**config.mk**
```make
export PLATFORM = sky130hd
export DESIGN_NAME = muldiv_unit
export DESIGN_NICKNAME = d
export VERILOG_FILES = /design/src/rtl/muldiv_pkg.sv /design/src/rtl/muldiv_sign_fix.sv /design/src/rtl/muldiv_unit.sv
export SDC_FILE = /design/constraint.sdc
export NUM_CORES = 1
export LEC_CHECK = 0
export BUFFER_PORTS_ARGS = -buffer_cell sky130_fd_sc_hd__buf_2
export CAP_MARGIN = 5
export CORE_ASPECT_RATIO = 1.5
export CORE_MARGIN = 8
export CORE_UTILIZATION = 40
export DETAILED_ROUTE_END_ITERATION = 10
export GPL_TIMING_DRIVEN = 0
export SETUP_SLACK_MARGIN = 0.1
export SYNTH_ARGS = -nofsm -noshare
export SYNTH_HDL_FRONTEND = slang
export SYNTH_SLANG_ARGS = --single-unit
```
**constraint.sdc**
```tcl
create_clock -name CLK -period 4.09 [get_ports CLK]
set_input_delay 0.409 -clock CLK [delete_from_list [all_inputs] [get_ports CLK]]
set_output_delay 0.409 -clock CLK [all_outputs]
set_load 0.03 [all_outputs]
```
**src/rtl/muldiv_pkg.sv**
```systemverilog
// rtl/muldiv_pkg.sv - shared encodings and helpers for the RV32M multiply/divide unit
package muldiv_pkg;

   localparam int XLEN_DEFAULT = 32;

   localparam logic [2:0] F3_MUL    = 3'b000;
   localparam logic [2:0] F3_MULH   = 3'b001;
   localparam logic [2:0] F3_MULHSU = 3'b010;
   localparam logic [2:0] F3_MULHU  = 3'b011;
   localparam logic [2:0] F3_DIV    = 3'b100;
   localparam logic [2:0] F3_DIVU   = 3'b101;
   localparam logic [2:0] F3_REM    = 3'b110;
   localparam logic [2:0] F3_REMU   = 3'b111;

   localparam logic [1:0] ST_IDLE = 2'd0;
   localparam logic [1:0] ST_CALC = 2'd1;
   localparam logic [1:0] ST_FIX  = 2'd2;
   localparam logic [1:0] ST_DONE = 2'd3;

   // Default-width corner values; the unit derives its own for other XLEN
   localparam logic [XLEN_DEFAULT-1:0] MIN_NEG  = {1'b1, {(XLEN_DEFAULT-1){1'b0}}};
   localparam logic [XLEN_DEFAULT-1:0] ALL_ONES = '1;

   function automatic logic op1_signed(input logic [2:0] f3);
      return (f3 == F3_MULH) || (f3 == F3_MULHSU) || (f3 == F3_DIV) || (f3 == F3_REM);
   endfunction

   function automatic logic op2_signed(input logic [2:0] f3);
      return (f3 == F3_MULH) || (f3 == F3_DIV) || (f3 == F3_REM);
   endfunction

endpackage

```
**src/rtl/muldiv_sign_fix.sv**
```systemverilog
// rtl/muldiv_sign_fix.sv - sign correction and result select applied to unsigned iteration results
module muldiv_sign_fix
   import muldiv_pkg::*;
#(
   parameter int XLEN = XLEN_DEFAULT
) (
   input  logic [2*XLEN-1:0] product,
   input  logic [XLEN-1:0]   quotient,
   input  logic [XLEN-1:0]   remainder,
   input  logic              neg1,
   input  logic              neg2,
   input  logic [2:0]        funct3,
   output logic [XLEN-1:0]   result
);

   logic [2*XLEN-1:0] prod_fixed;

   always_comb begin
      prod_fixed = (neg1 ^ neg2) ? -product : product;
      result     = '0;
      if (!funct3[2]) begin
         result = (funct3 == F3_MUL) ? prod_fixed[XLEN-1:0] : prod_fixed[2*XLEN-1:XLEN];
      end else if (funct3[1]) begin
         // Remainder follows the dividend's sign
         result = neg1 ? -remainder : remainder;
      end else begin
         result = (neg1 ^ neg2) ? -quotient : quotient;
      end
   end

endmodule

```
**src/rtl/muldiv_unit.sv**
```systemverilog
// rtl/muldiv_unit.sv - iterative RV32M multiply/divide unit (shift-add multiply, restoring divide)
module muldiv_unit
   import muldiv_pkg::*;
#(
   parameter int XLEN  = XLEN_DEFAULT,
   parameter int CNT_W = $clog2(XLEN)
) (
   input  logic            CLK,
   input  logic            RESET,
   input  logic            START,
   input  logic [2:0]      FUNCT3,
   input  logic [XLEN-1:0] OPERAND1,
   input  logic [XLEN-1:0] OPERAND2,
   input  logic            FLUSH,
   output logic            BUSY,
   output logic            DONE,
   output logic [XLEN-1:0] RESULT
);

   localparam logic [XLEN-1:0]  X_MIN_NEG  = {1'b1, {(XLEN-1){1'b0}}};
   localparam logic [XLEN-1:0]  X_ALL_ONES = '1;
   localparam logic [CNT_W-1:0] CNT_LAST   = CNT_W'(XLEN - 1);

   logic [1:0]        state;
   logic [2:0]        funct3_q;
   logic              neg1_q;
   logic              neg2_q;
   logic [CNT_W-1:0]  cnt;
   logic [2*XLEN-1:0] acc;
   logic [XLEN-1:0]   b_q;
   logic [XLEN-1:0]   q_q;
   logic [XLEN:0]     r_q;
   logic [XLEN-1:0]   result_q;

   logic              in_neg1;
   logic              in_neg2;
   logic [XLEN-1:0]   abs1;
   logic [XLEN-1:0]   abs2;
   logic              div_zero;
   logic              div_ovf;
   logic [XLEN:0]     mul_sum;
   logic [XLEN+1:0]   div_diff;
   logic              div_ge;
   logic [XLEN-1:0]   fix_result;

   assign in_neg1  = op1_signed(FUNCT3) & OPERAND1[XLEN-1];
   assign in_neg2  = op2_signed(FUNCT3) & OPERAND2[XLEN-1];
   assign abs1     = in_neg1 ? -OPERAND1 : OPERAND1;
   assign abs2     = in_neg2 ? -OPERAND2 : OPERAND2;
   assign div_zero = FUNCT3[2] && (OPERAND2 == '0);
   assign div_ovf  = FUNCT3[2] && !FUNCT3[0] && (OPERAND1 == X_MIN_NEG) && (OPERAND2 == X_ALL_ONES);

   // Multiply: upper half plus multiplicand when the current multiplier bit (acc[0]) is set
   assign mul_sum  = {1'b0, acc[2*XLEN-1:XLEN]} + (acc[0] ? {1'b0, b_q} : '0);
   // Divide: trial subtract of divisor from remainder shifted with the next dividend bit
   assign div_diff = {r_q, q_q[XLEN-1]} - {2'b00, b_q};
   assign div_ge   = !div_diff[XLEN+1];

   muldiv_sign_fix #(.XLEN(XLEN)) u_sign_fix (
      .product   (acc),
      .quotient  (q_q),
      .remainder (r_q[XLEN-1:0]),
      .neg1      (neg1_q),
      .neg2      (neg2_q),
      .funct3    (funct3_q),
      .result    (fix_result)
   );

   always_ff @(posedge CLK) begin
      if (RESET) begin
         state    <= ST_IDLE;
         funct3_q <= '0;
         neg1_q   <= 1'b0;
         neg2_q   <= 1'b0;
         cnt      <= '0;
         acc      <= '0;
         b_q      <= '0;
         q_q      <= '0;
         r_q      <= '0;
         result_q <= '0;
      end else begin
         case (state)
            ST_IDLE: begin
               if (START && !FLUSH) begin
                  funct3_q <= FUNCT3;
                  cnt      <= '0;
                  if (div_zero || div_ovf) begin
                     // Fast path: results are final, so sign correction is disabled
                     neg1_q <= 1'b0;
                     neg2_q <= 1'b0;
                     q_q    <= div_zero ? X_ALL_ONES : X_MIN_NEG;
                     r_q    <= div_zero ? {1'b0, OPERAND1} : '0;
                     state  <= ST_FIX;
                  end else begin
                     neg1_q <= in_neg1;
                     neg2_q <= in_neg2;
                     acc    <= {{XLEN{1'b0}}, abs2};
                     b_q    <= FUNCT3[2] ? abs2 : abs1;
                     q_q    <= abs1;
                     r_q    <= '0;
                     state  <= ST_CALC;
                  end
               end
            end
            ST_CALC: begin
               if (FLUSH) begin
                  state <= ST_IDLE;
               end else begin
                  if (funct3_q[2]) begin
                     r_q <= div_ge ? div_diff[XLEN:0] : {r_q[XLEN-1:0], q_q[XLEN-1]};
                     q_q <= {q_q[XLEN-2:0], div_ge};
                  end else begin
                     acc <= {mul_sum, acc[XLEN-1:1]};
                  end
                  cnt <= cnt + 1'b1;
                  if (cnt == CNT_LAST) begin
                     state <= ST_FIX;
                  end
               end
            end
            ST_FIX: begin
               if (FLUSH) begin
                  state <= ST_IDLE;
               end else begin
                  result_q <= fix_result;
                  state    <= ST_DONE;
               end
            end
            default: begin
               state <= ST_IDLE;
            end
         endcase
      end
   end

   assign BUSY   = (state != ST_IDLE);
   assign DONE   = (state == ST_DONE);
   assign RESULT = result_q;

endmodule
```
==> run summary, run 1 <==
outcome -> finished, final reports clean
buffers added on ports -> 101
DP Area -> 18,500 sq um
Clk pin slew, worst setup/hold paths -> 0.06 ns
initial DRC count -> 2,047
Synth Instances -> 2,430
relative slew slack -> 0.134
Worst R2R Start -> acc[0]
asr flop ratio synth -> 0
Netlist cell types -> 81
register bit total from synthesis -> 205
overall power -> 6.97 mW
Worst Path Buf+Inv -> 3
unrepaired setup endpoints after global routing -> false
Routed WL per cell -> 29.0 microns
Critical path origin -> acc[0]
TNS Setup -> 0 ns
Initial Util -> 0.404
clock buffer depth -> 3
worst slew pin tran -> 1.29 ns
most used flip-flop cell after synthesis -> dfxtp_1
clock sink count -> 205
DIE AREA -> 50,300 sq um
total number of vias -> 20,300
CP Launch Type -> flip-flop
placed cell count -> 3,101
CTS tree -> done
Final nets -> 2,703
H-tree level count -> 1
Seq/Total Area, Yosys -> 0.237
root buffer cell -> clkbuf_16
Worst path most repeated cell -> clkbuf_1
routability cong. -> 1.04
leakage power -> 7.41 nW
Syn Nets -> 2,575
Data required, critical path -> 4.51 ns
Hold WC Path Type -> in -> reg
Yosys warning count -> 0
Crit-path slowest cell -> a2111oi_4
largest net degree at the start of global routing -> 14
vias in the first global route -> 19,500
final worst-path cycle share -> 0.956
final count of hold timing violations -> 0
Clock Latency Late Sink -> 0.55 ns
Total Routing Usage GR -> 0.352
critical path arrival -> 4.33 ns
share of layout cells above drive strength 1 -> 0.0842
Mapped Area -> 17,300 sq um
Core Box Area -> 42,800 sq um
drt total wl -> 91.2 mm
Post-synth EDFFs -> 0
Post-DRT Antenna Nets -> 0
fin crit period -> 3.91 ns
IO Pins -> 105
Final Max Slew Viols -> 0
Critical Setup Path Class -> reg -> reg
post-detail-place hpwl -> 73.7 mm
Max FO, Critical Path -> 10
fmax -> 256 MHz
synthesized area per cell -> 7.12 sq um
element type at the critical path end -> flip-flop
hold path start -> FUNCT3[0]
drt pass-1 iters -> 6
final std cells w/o fill -> 3,148
DR DRC count -> 0
area grow syn2layout -> 12.9%
pwr/cell area -> 357 nW/um^2
max cap viols -> 0
post-route cell area -> 19,500 sq um
Die H -> 271 microns
CTS Hold Bufs -> 0
# rows -> 93
grt total ovfl -> 0
critical path's top delay family -> compound AO/OA/AOI/OAI gates
skew final -> 0.0135 ns
Die Span X -> 186 microns
Cell Chain, Critical Path -> inv_1 -> clkbuf_1 -> nor2_1 -> ha_1 -> clkbuf_1 -> nand4_1 -> a2111oi_4 -> o211ai_1 -> o21a_1 -> o21ai_0 -> or4_1 -> nand3_1
first-pass GRT wire length -> 131 mm
Finish-stage setup viols -> 0
antenna violations before repair -> 3
CTS Buf Count -> 24
vias per cell -> 6.44
worst vdd ir -> 0.258 mV
Crit path largest cell delay -> 0.54 ns
==> what timing repair did <==
action,in CTS,in global routing
gates resized for setup,18,20
cloned,0,0
setup buffers,0,1
setup endpoints to repair,130,54
pin swaps,0,1
==> cells in the final DEF, fill, tap and decap left out, types with 19 or more instances in the layout <==
cell type	instances
nand2_1	292
nor2_1	276
a21oi_1	261
dfxtp_1	205
xnor2_1	124
o21ai_0	124
clkbuf_1	122
buf_2	117
xor2_1	95
inv_1	82
nor3_1	77
ha_1	72
a211oi_1	65
o211ai_1	51
nand3_1	44
a21o_1	31
o31ai_1	31
nor4_1	30
a221oi_1	30
a31oi_1	30
or3_1	29
clkbuf_16	25
mux2i_1	21
o221ai_1	20
nand4_1	19
==> logic make-up after synthesis <==
kind of cell             after synthesis  synth area share
multiplexers                          23            0.0135
flip-flops                           205             0.237
AO/OA/AOI/OAI                        775             0.289
adder cells (fa/ha/maj)               74            0.0544
AND/OR/NAND/NOR                      892             0.240
XOR/XNOR                             219             0.111
buffers and inverters                242            0.0554
==> sequential cells by signal, summed over array words and instances, names as in the netlist <==
name / cells
q_q: 32
neg1_q: 1
b_q: 32
r_q: 33
acc: 64
cnt: 5
neg2_q: 1
funct3_q: 3
state: 2
RESULT: 32
==> report_power, final <==
part / internal [mW] / total (mW) / switching [mW] / leakage (nW)
logic: 0.724 / 2.34 / 1.62 / 5.33
clock network: 1.43 / 2.41 / 0.982 / 0.415
registers: 2.08 / 2.23 / 0.142 / 1.67
total: 4.23 / 6.97 / 2.74 / 7.41
==> worst min-delay path, cell delays in order <==
cell     delay (ns)
buf_2          0.15
nand2_1        0.07
a21oi_1        0.05
==> cells in the mapped netlist (12+ instances only) <==
master	n	area share
a211oi_1	65	0.028
a21o_1	31	0.013
a21oi_1	261	0.076
a221oi_1	30	0.015
a311oi_1	14	0.0071
a31oi_1	32	0.012
and2_1	17	0.0062
and3_1	12	0.0043
buf_1	14	0.0030
buf_2	15	0.0043
clkbuf_1	123	0.027
dfxtp_1	205	0.24
ha_1	72	0.052
inv_1	82	0.018
mux2i_1	21	0.012
nand2_1	295	0.064
nand2b_1	17	0.0062
nand3_1	44	0.013
nand4_1	19	0.0069
nor2_1	277	0.060
nor2b_1	15	0.0054
nor3_1	78	0.023
nor4_1	31	0.011
o211ai_1	51	0.022
o21a_1	12	0.0052
o21ai_0	127	0.037
o221ai_1	20	0.010
o31ai_1	32	0.014
o41ai_1	19	0.0096
or3_1	29	0.010
or4_1	15	0.0065
xnor2_1	124	0.063
xor2_1	95	0.048
==> final cells by class <==
| class | instances | area [sq um] |
|---|---|---|
| Antenna cell | 2 | 5.00 |
| Buffer | 159 | 662 |
| Clock buffer | 32 | 682 |
| Clock inverter | 12 | 169 |
| Fill cell | 4579 | 23300 |
| Inverter | 83 | 312 |
| Multi-Input combinational cell | 1983 | 12400 |
| Sequential cell | 205 | 4100 |
| Tap cell | 570 | 713 |
| Timing Repair Buffer | 102 | 513 |
==> per-layer routing <==
layer | track usage | share of wire | vias to the layer above
met5 | 0 | 0.00026 | -
met2 | 0.582 | 0.47 | 1169
met3 | 0.0463 | 0.075 | 362
met1 | 0.396 | 0.36 | 9683
li1 | - | - | 9067
met4 | 0.291 | 0.098 | 4
==> path summary, 6_finish.rpt <==
path / to / slack (ns) / cells past startpoint
worst min register to register: RESULT[20] / 0.44 / 2
worst min-delay path: funct3_q[0] / 0.18 / 3
worst max-delay path: acc[62] / 0.18 / 12
worst max register to register: acc[62] / 0.18 / 12
==> per-stage QoR <==
stage | worst slack (ns) | utilization | hold slack, ns
floorplan | 0.950 | - | 0.432
global placement | -0.962 | 0.432 | 0.425
detailed placement | -1.08 | 0.432 | 0.434
CTS | 0.148 | 0.454 | 0.161
global route | 0.122 | 0.456 | 0.187
finish | 0.180 | 0.456 | 0.182
Power figures use the tool's default switching activity.
==> run 2: changes to the inputs <==
--- a/config.mk
+++ b/config.mk
@@ -7,12 +7,12 @@
 export LEC_CHECK = 0
 export BUFFER_PORTS_ARGS = -buffer_cell sky130_fd_sc_hd__buf_2
 export CAP_MARGIN = 5
-export CORE_ASPECT_RATIO = 1.5
+export CORE_ASPECT_RATIO = 0.6
 export CORE_MARGIN = 8
 export CORE_UTILIZATION = 40
 export DETAILED_ROUTE_END_ITERATION = 10
 export GPL_TIMING_DRIVEN = 0
-export SETUP_SLACK_MARGIN = 0.1
+export SETUP_SLACK_MARGIN = 0.5
 export SYNTH_ARGS = -nofsm -noshare
 export SYNTH_HDL_FRONTEND = slang
 export SYNTH_SLANG_ARGS = --single-unit
==> run 2 against run 1 <==
Effect of this change: total power increased by 1.3%; clock power decreased by 4%; clock-buffer cell count decreased by 2; flip-flop and latch count unchanged; largest cell class unchanged; largest power group is now combinational cells; highest routed layer is now met4.
==> run summary, run 2 (same netlist as run 1, synthesis figures left out) <==
post-route setup slack -> 0.485 ns (+0.306 ns)
most frequent cells in the layout -> 291 x nand2_1, 270 x nor2_1, 259 x a21oi_1
sw frac -> 0.408 (+0.0149)
H-tree level count -> 1 (unchanged)
post-detail-place hpwl -> 78.1 mm (+6.0%)
critical path arrival -> 4.07 ns (-0.26 ns)
hold path start -> OPERAND1[6]
Routed WL per cell -> 30.4 microns (+4.9%)
grt total ovfl -> 0 (unchanged)
drt pass-1 iters -> 6 (unchanged)
FF-to-FF setup slack -> 0.49 ns (+0.31 ns)
pre-CTS setup slack -> -0.856 ns (+0.228 ns)
Final Max Slew Viols -> 0 (unchanged)
Core Box Area -> 43,000 sq um (+0.33%)
Hold WC Path Type -> in -> reg
CTS Hold Bufs -> 0 (unchanged)
IO Pins -> 105 (unchanged)
Hold Path End -> r_q[6]
worst slew pin tran -> 1.24 ns (-0.0472 ns)
Cell Chain, Critical Path -> clkbuf_2 -> nand2b_1 -> clkbuf_1 -> clkbuf_1 -> buf_1 -> clkbuf_1 -> o221ai_1 -> a21oi_1
worst vdd ir -> 0.260 mV (+0.93%)
Worst R2R Start -> state[1]
TNS Setup -> 0 ns (unchanged)
fin crit period -> 3.60 ns (-0.306 ns)
final std cells w/o fill -> 3,168 (+0.64%)
commonest non-fill, non-tap cell in the layout -> nand2_1
utilization after layout -> 0.461 (+0.00504)
leakage power -> 7.51 nW (+1.3%)
largest net degree at the start of global routing -> 14 (unchanged)
vias per cell -> 6.60 (+2.4%)
area grow syn2layout -> 14.5%
outcome -> finished, final reports clean
antenna violations before repair -> 2 (-1)
Pint -> 4.18 mW (-1.1%)
logic gate share of total power -> 0.354 (+0.018)
Clk pin slew, worst setup/hold paths -> 0.07 ns (about the same)
skew final -> 0.0229 ns (+0.00937 ns)
clock share of power -> 0.326 (-0.019)
initial DRC count -> 3,632 (+77%)
overall power -> 7.07 mW (+1.3%)
Total Routing Usage GR -> 0.361 (+0.00858)
fmax -> 277 MHz (+8.5%)
first-pass GRT wire length -> 134 mm (+2.6%)
Worst path most repeated cell -> clkbuf_1
Net Sw Power -> 2.88 mW (+5.2%)
buffers added on ports -> 101 (unchanged)
Crit path largest cell delay -> 0.85 ns (+0.31 ns)
CP Launch Type -> flip-flop
Die H -> 177 microns (-35%)
vias in the first global route -> 18,300 (-6.3%)
hold path cells -> 3 (unchanged)
Largest regs -> acc: 64 flops, r_q: 33 flops
pwr/cell area -> 357 nW/um^2 (about the same)
DR DRC count -> 0 (unchanged)
# rows -> 59 (-37%)
final worst-path cycle share -> 0.881 (-0.0747)
DIE AREA -> 50,400 sq um (+0.16%)
Die Span X -> 284 microns (+53%)
R2R cell count -> 8 (-4)
Final nets -> 2,716 (+0.48%)
unrepaired setup endpoints after global routing -> false
Clock Latency Late Sink -> 0.56 ns (about the same)
clock sink count -> 205 (unchanged)
fill count -> 4,540 (-0.85%)
Post-DRT Antenna Nets -> 0 (unchanged)
Crit-path slowest cell -> buf_1
Max FO, Critical Path -> 10 (unchanged)
element type at the critical path end -> flip-flop
Most flops, register -> acc
max reg flops -> 64 (unchanged)
CTS Buf Count -> 24 (unchanged)
placed cell count -> 3,110 (+0.29%)
Critical Setup Path Class -> reg -> reg
root buffer cell -> clkbuf_16
share of layout cells above drive strength 1 -> 0.107 (+0.0225)
routability cong. -> 1.09 (+5.2%)
worst r2r dst -> q_q[9]
drt total wl -> 96.3 mm (+5.6%)
Initial Util -> 0.402 (-0.00134)
final count of hold timing violations -> 0 (unchanged)
clock buffer depth -> 3 (unchanged)
relative slew slack -> 0.172 (+0.0381)
Seq pwr share -> 0.320 (about the same)
Finish-stage setup viols -> 0 (unchanged)
total number of vias -> 20,900 (+3.0%)
CTS tree -> done
Data required, critical path -> 4.55 ns (+0.04 ns)
max cap viols -> 0 (unchanged)
## run 2: changes by cell type in the layout (fill, tap and decap cells not counted), sizes merged
| cell | previous run | this run |
|---|---|---|
| bufinv | 4 | 3 |
| buf | 137 | 148 |
| clkbuf | 155 | 156 |
| diode | 2 | 3 |
| clkdlybuf4s15 | 1 | 0 |
## run 2: metrics by stage
step | area (sq um) | hold slack [ns]
after global placement | 18500 | 0.427
after detailed placement | 18500 | 0.437
after floorplan | 17300 | 0.432
after global routing | 19800 | 0.231
final | 19800 | 0.225
after CTS | 19600 | 0.198
## run 2: power by group through the flow
stage	combinational, mW	clock (mW)	sequential, mW
finish	2.50	2.31	2.26
global route	2.61	2.37	2.26
CTS	2.31	2.29	2.24
detailed placement	2.21	0	2.29
global placement	2.20	0	2.28
floorplan	1.42	0	2.21
## run 2: critical path, delay by kind of cell (launching register included)
family          cells  cell delay, ns
buf+inv             5            2.56
compound gates      2            0.49
simple gates        1            0.14
flops               1            0.31
## run 2: layout make-up
type / instances / area (sq um) / share of cell area
multi-input cells: 1983 / 12600 / 0.634
flip-flops and latches: 205 / 4120 / 0.208
well taps: 579 / 724 / 0.0366
plain buffers: 159 / 678 / 0.0342
clock buffers: 30 / 654 / 0.0330
repair buffers: 115 / 611 / 0.0308
inverters: 83 / 314 / 0.0159
clock inverters: 11 / 135 / 0.00682
diodes: 3 / 7.51 / 0.000379
## run 2: worst max path at each step
stage	from	to	slack, ns	cells past startpoint
after floorplan	acc[0]	acc[54]	0.95	13
after global placement	acc[0]	acc[63]	-0.83	12
after detailed placement	acc[0]	acc[63]	-0.86	12
after CTS	acc[0]	acc[56]	0.46	13
after global routing	b_q[8]	r_q[7]	0.49	13
final	state[1]	q_q[9]	0.49	8
## run 2: metal layers
layer | up-vias | wire length, microns | GRT usage
met1 | 10100 | 43800 | 0.550
met5 | - | 0 | 0
met4 | 0 | 2190 | 0.0655
met3 | 142 | 15200 | 0.140
li1 | 9098 | - | -
met2 | 1511 | 35100 | 0.465
## run 2: timing repair
action / CTS / global route
endpoints found under the hold margin: 0 / 0
setup buffers: 7 / 6
pin swaps: 5 / 8
endpoints found under the setup margin: 139 / 84
resized for setup: 56 / 60
==> run 3: changes to the inputs <==
--- a/config.mk
+++ b/config.mk
@@ -10,6 +10,7 @@
 export CORE_ASPECT_RATIO = 0.6
 export CORE_MARGIN = 8
 export CORE_UTILIZATION = 40
+export CTS_BUF_LIST = sky130_fd_sc_hd__clkbuf_8
 export DETAILED_ROUTE_END_ITERATION = 10
 export GPL_TIMING_DRIVEN = 0
 export SETUP_SLACK_MARGIN = 0.5
==> run 3 against run 2 <==
Effect of this change: global-route usage increased by 0.29 points; final area increased by 0.30%; total power rose by 0.31%; fmax rose by 0.16%; register-to-register slack is essentially flat; flip-flop and latch count stayed put; setup slack gained 0.0057 ns; routed wire length grew 0.49%; largest power group unchanged; combinational power barely moved; largest cell class unchanged; sequential power about the same; critical path depth is the same; via count decreased by 0.36%.
==> run summary, run 3 (same netlist as run 1, synthesis figures left out) <==
Initial Util -> 0.402 (unchanged)
pwr/cell area -> 357 nW/um^2 (about the same)
total number of vias -> 20,800 (-0.36%)
final worst-path cycle share -> 0.880 (-0.00139)
clock sink count -> 205 (unchanged)
Finish-stage setup viols -> 0 (unchanged)
most frequent cells in the layout -> 291 x nand2_1, 270 x nor2_1, 259 x a21oi_1
Final Max Slew Viols -> 0 (unchanged)
final count of hold timing violations -> 0 (unchanged)
largest net degree at the start of global routing -> 11 (-3)
grt total ovfl -> 0 (unchanged)
Hold Path End -> r_q[6]
drt pass-1 iters -> 6 (unchanged)
element type at the critical path end -> flip-flop
utilization after layout -> 0.462 (+0.00137)
Die Span X -> 284 microns (unchanged)
area grow syn2layout -> 14.9%
skew final -> 0.0341 ns (+0.0112 ns)
unrepaired setup endpoints after global routing -> true
commonest non-fill, non-tap cell in the layout -> nand2_1
met1 wire length -> 44.0 mm (+0.40%)
critical path arrival -> 4.09 ns (+0.02 ns)
relative slew slack -> 0.180 (+0.00809)
Largest regs -> acc: 64 flops, r_q: 33 flops
root buffer cell -> clkbuf_8
H-tree level count -> 2 (+1)
Data required, critical path -> 4.58 ns (+0.03 ns)
WHS -> 0.195 ns (-0.0295 ns)
Total Routing Usage GR -> 0.364 (+0.00294)
fin crit period -> 3.60 ns (-0.00569 ns)
clock buffer depth -> 3 (unchanged)
DR DRC count -> 0 (unchanged)
share of layout cells above drive strength 1 -> 0.114 (+0.00680)
met3 wire len -> 15.3 mm (+0.81%)
vias per cell -> 6.51 (-1.2%)
vias in the first global route -> 18,500 (+1.0%)
antenna violations before repair -> 1 (-1)
Final nets -> 2,732 (+0.59%)
IO Pins -> 105 (unchanged)
outcome -> finished, final reports clean
max cap viols -> 0 (unchanged)
buffers added on ports -> 101 (unchanged)
worst vdd ir -> 0.348 mV (+34%)
leakage power -> 7.61 nW (+1.3%)
Clock Latency Late Sink -> 0.60 ns (+0.04 ns)
Most flops, register -> acc
Clk pin slew, worst setup/hold paths -> 0.07 ns (about the same)
WL met2 -> 35.0 mm (-0.25%)
hold path cells -> 3 (unchanged)
Core Box Area -> 43,000 sq um (unchanged)
CP Launch Type -> flip-flop
post-route setup slack -> 0.491 ns (+0.00569 ns)
CTS Buf Count -> 39 (+63%)
Die H -> 177 microns (unchanged)
CTS Hold Bufs -> 0 (unchanged)
max reg flops -> 64 (unchanged)
top routing layer in use -> met4
first-pass GRT wire length -> 135 mm (+0.63%)
R2R cell count -> 8 (unchanged)
worst slew pin tran -> 1.23 ns (-0.0121 ns)
fmax -> 278 MHz (+0.16%)
routability cong. -> 1.09 (unchanged)
Max FO, Critical Path -> 10 (unchanged)
hold path start -> OPERAND1[6]
post-detail-place hpwl -> 78.1 mm (unchanged)
pre-CTS setup slack -> -0.856 ns (unchanged)
Hold WC Path Type -> in -> reg
Routed WL per cell -> 30.3 microns (-0.39%)
FF-to-FF setup slack -> 0.49 ns (about the same)
drt total wl -> 96.8 mm (+0.49%)
# rows -> 59 (unchanged)
initial DRC count -> 3,429 (-5.6%)
Post-DRT Antenna Nets -> 0 (unchanged)
worst r2r dst -> q_q[9]
Critical Setup Path Class -> reg -> reg
CTS tree -> done
DIE AREA -> 50,400 sq um (unchanged)
Worst R2R Start -> state[1]
-- run 3: changes by cell type in the layout (fill, tap and decap cells not counted), sizes merged --
cell / before / now
buf: 148 / 146
clkbuf: 156 / 178
clkinvlp: 2 / 0
diode: 3 / 1
inv: 83 / 95
-- run 3: final cells by class --
type	count	area [sq um]
fill	4537	23100
multi-input combinational	1983	12500
sequential	205	4120
tap	579	724
buffer	159	691
clock buffer	49	674
timing repair buffer	116	628
inverter	83	314
clock inverter	21	165
antenna	1	2.50
-- run 3: power by group --
group,total (mW),leakage (nW),internal (mW),switching [mW]
sequential,2.26,1.67,2.09,0.173
combinational,2.50,5.45,0.783,1.72
clock,2.33,0.482,1.27,1.06
-- run 3: per-stage QoR --
stage / area (sq um) / TNS [ns] / std cells / total power [mW]
floorplan: 17300 / 0 / 2430 / 3.63
global placement: 18500 / -28.29 / 3110 / 4.49
detailed placement: 18500 / -30.20 / 3110 / 4.50
CTS: 19600 / 0 / 3186 / 6.87
global route: 19900 / 0 / 3195 / 7.28
finish: 19900 / 0 / 3196 / 7.09
-- run 3: repair_timing --
action	4_1_cts	5_1_grt
setup buffers	6	8
gates resized for setup	53	61
setup endpoints to repair	139	88
pin swaps	4	8
hold endpoints to repair	0	0
-- run 3: layer usage --
metal | up-vias | global-route usage
li1 | 9127 | -
met1 | 10100 | 0.542
met2 | 1453 | 0.461
met3 | 151 | 0.160
met4 | 0 | 0.0845
met5 | - | 0
-- run 3: worst max-delay path by stage --
stage                     startpoint       to  slack, ns
after global routing         b_q[11]  r_q[26]       0.50
after floorplan               acc[0]  acc[54]       0.95
final                       state[1]   q_q[9]       0.49
after global placement        acc[0]  acc[63]      -0.83
after detailed placement      acc[0]  acc[63]      -0.86
after CTS                     acc[0]  acc[62]       0.51
-- run 3: worst max-delay path, cell delays in order, from the launching register on --
cell and delay [ns]:
dfxtp_1 0.31, clkbuf_2 0.23, nand2b_1 0.14, clkbuf_1 0.34, clkbuf_1 0.58, buf_1 0.83
clkbuf_1 0.57, o221ai_1 0.27, a21oi_1 0.23
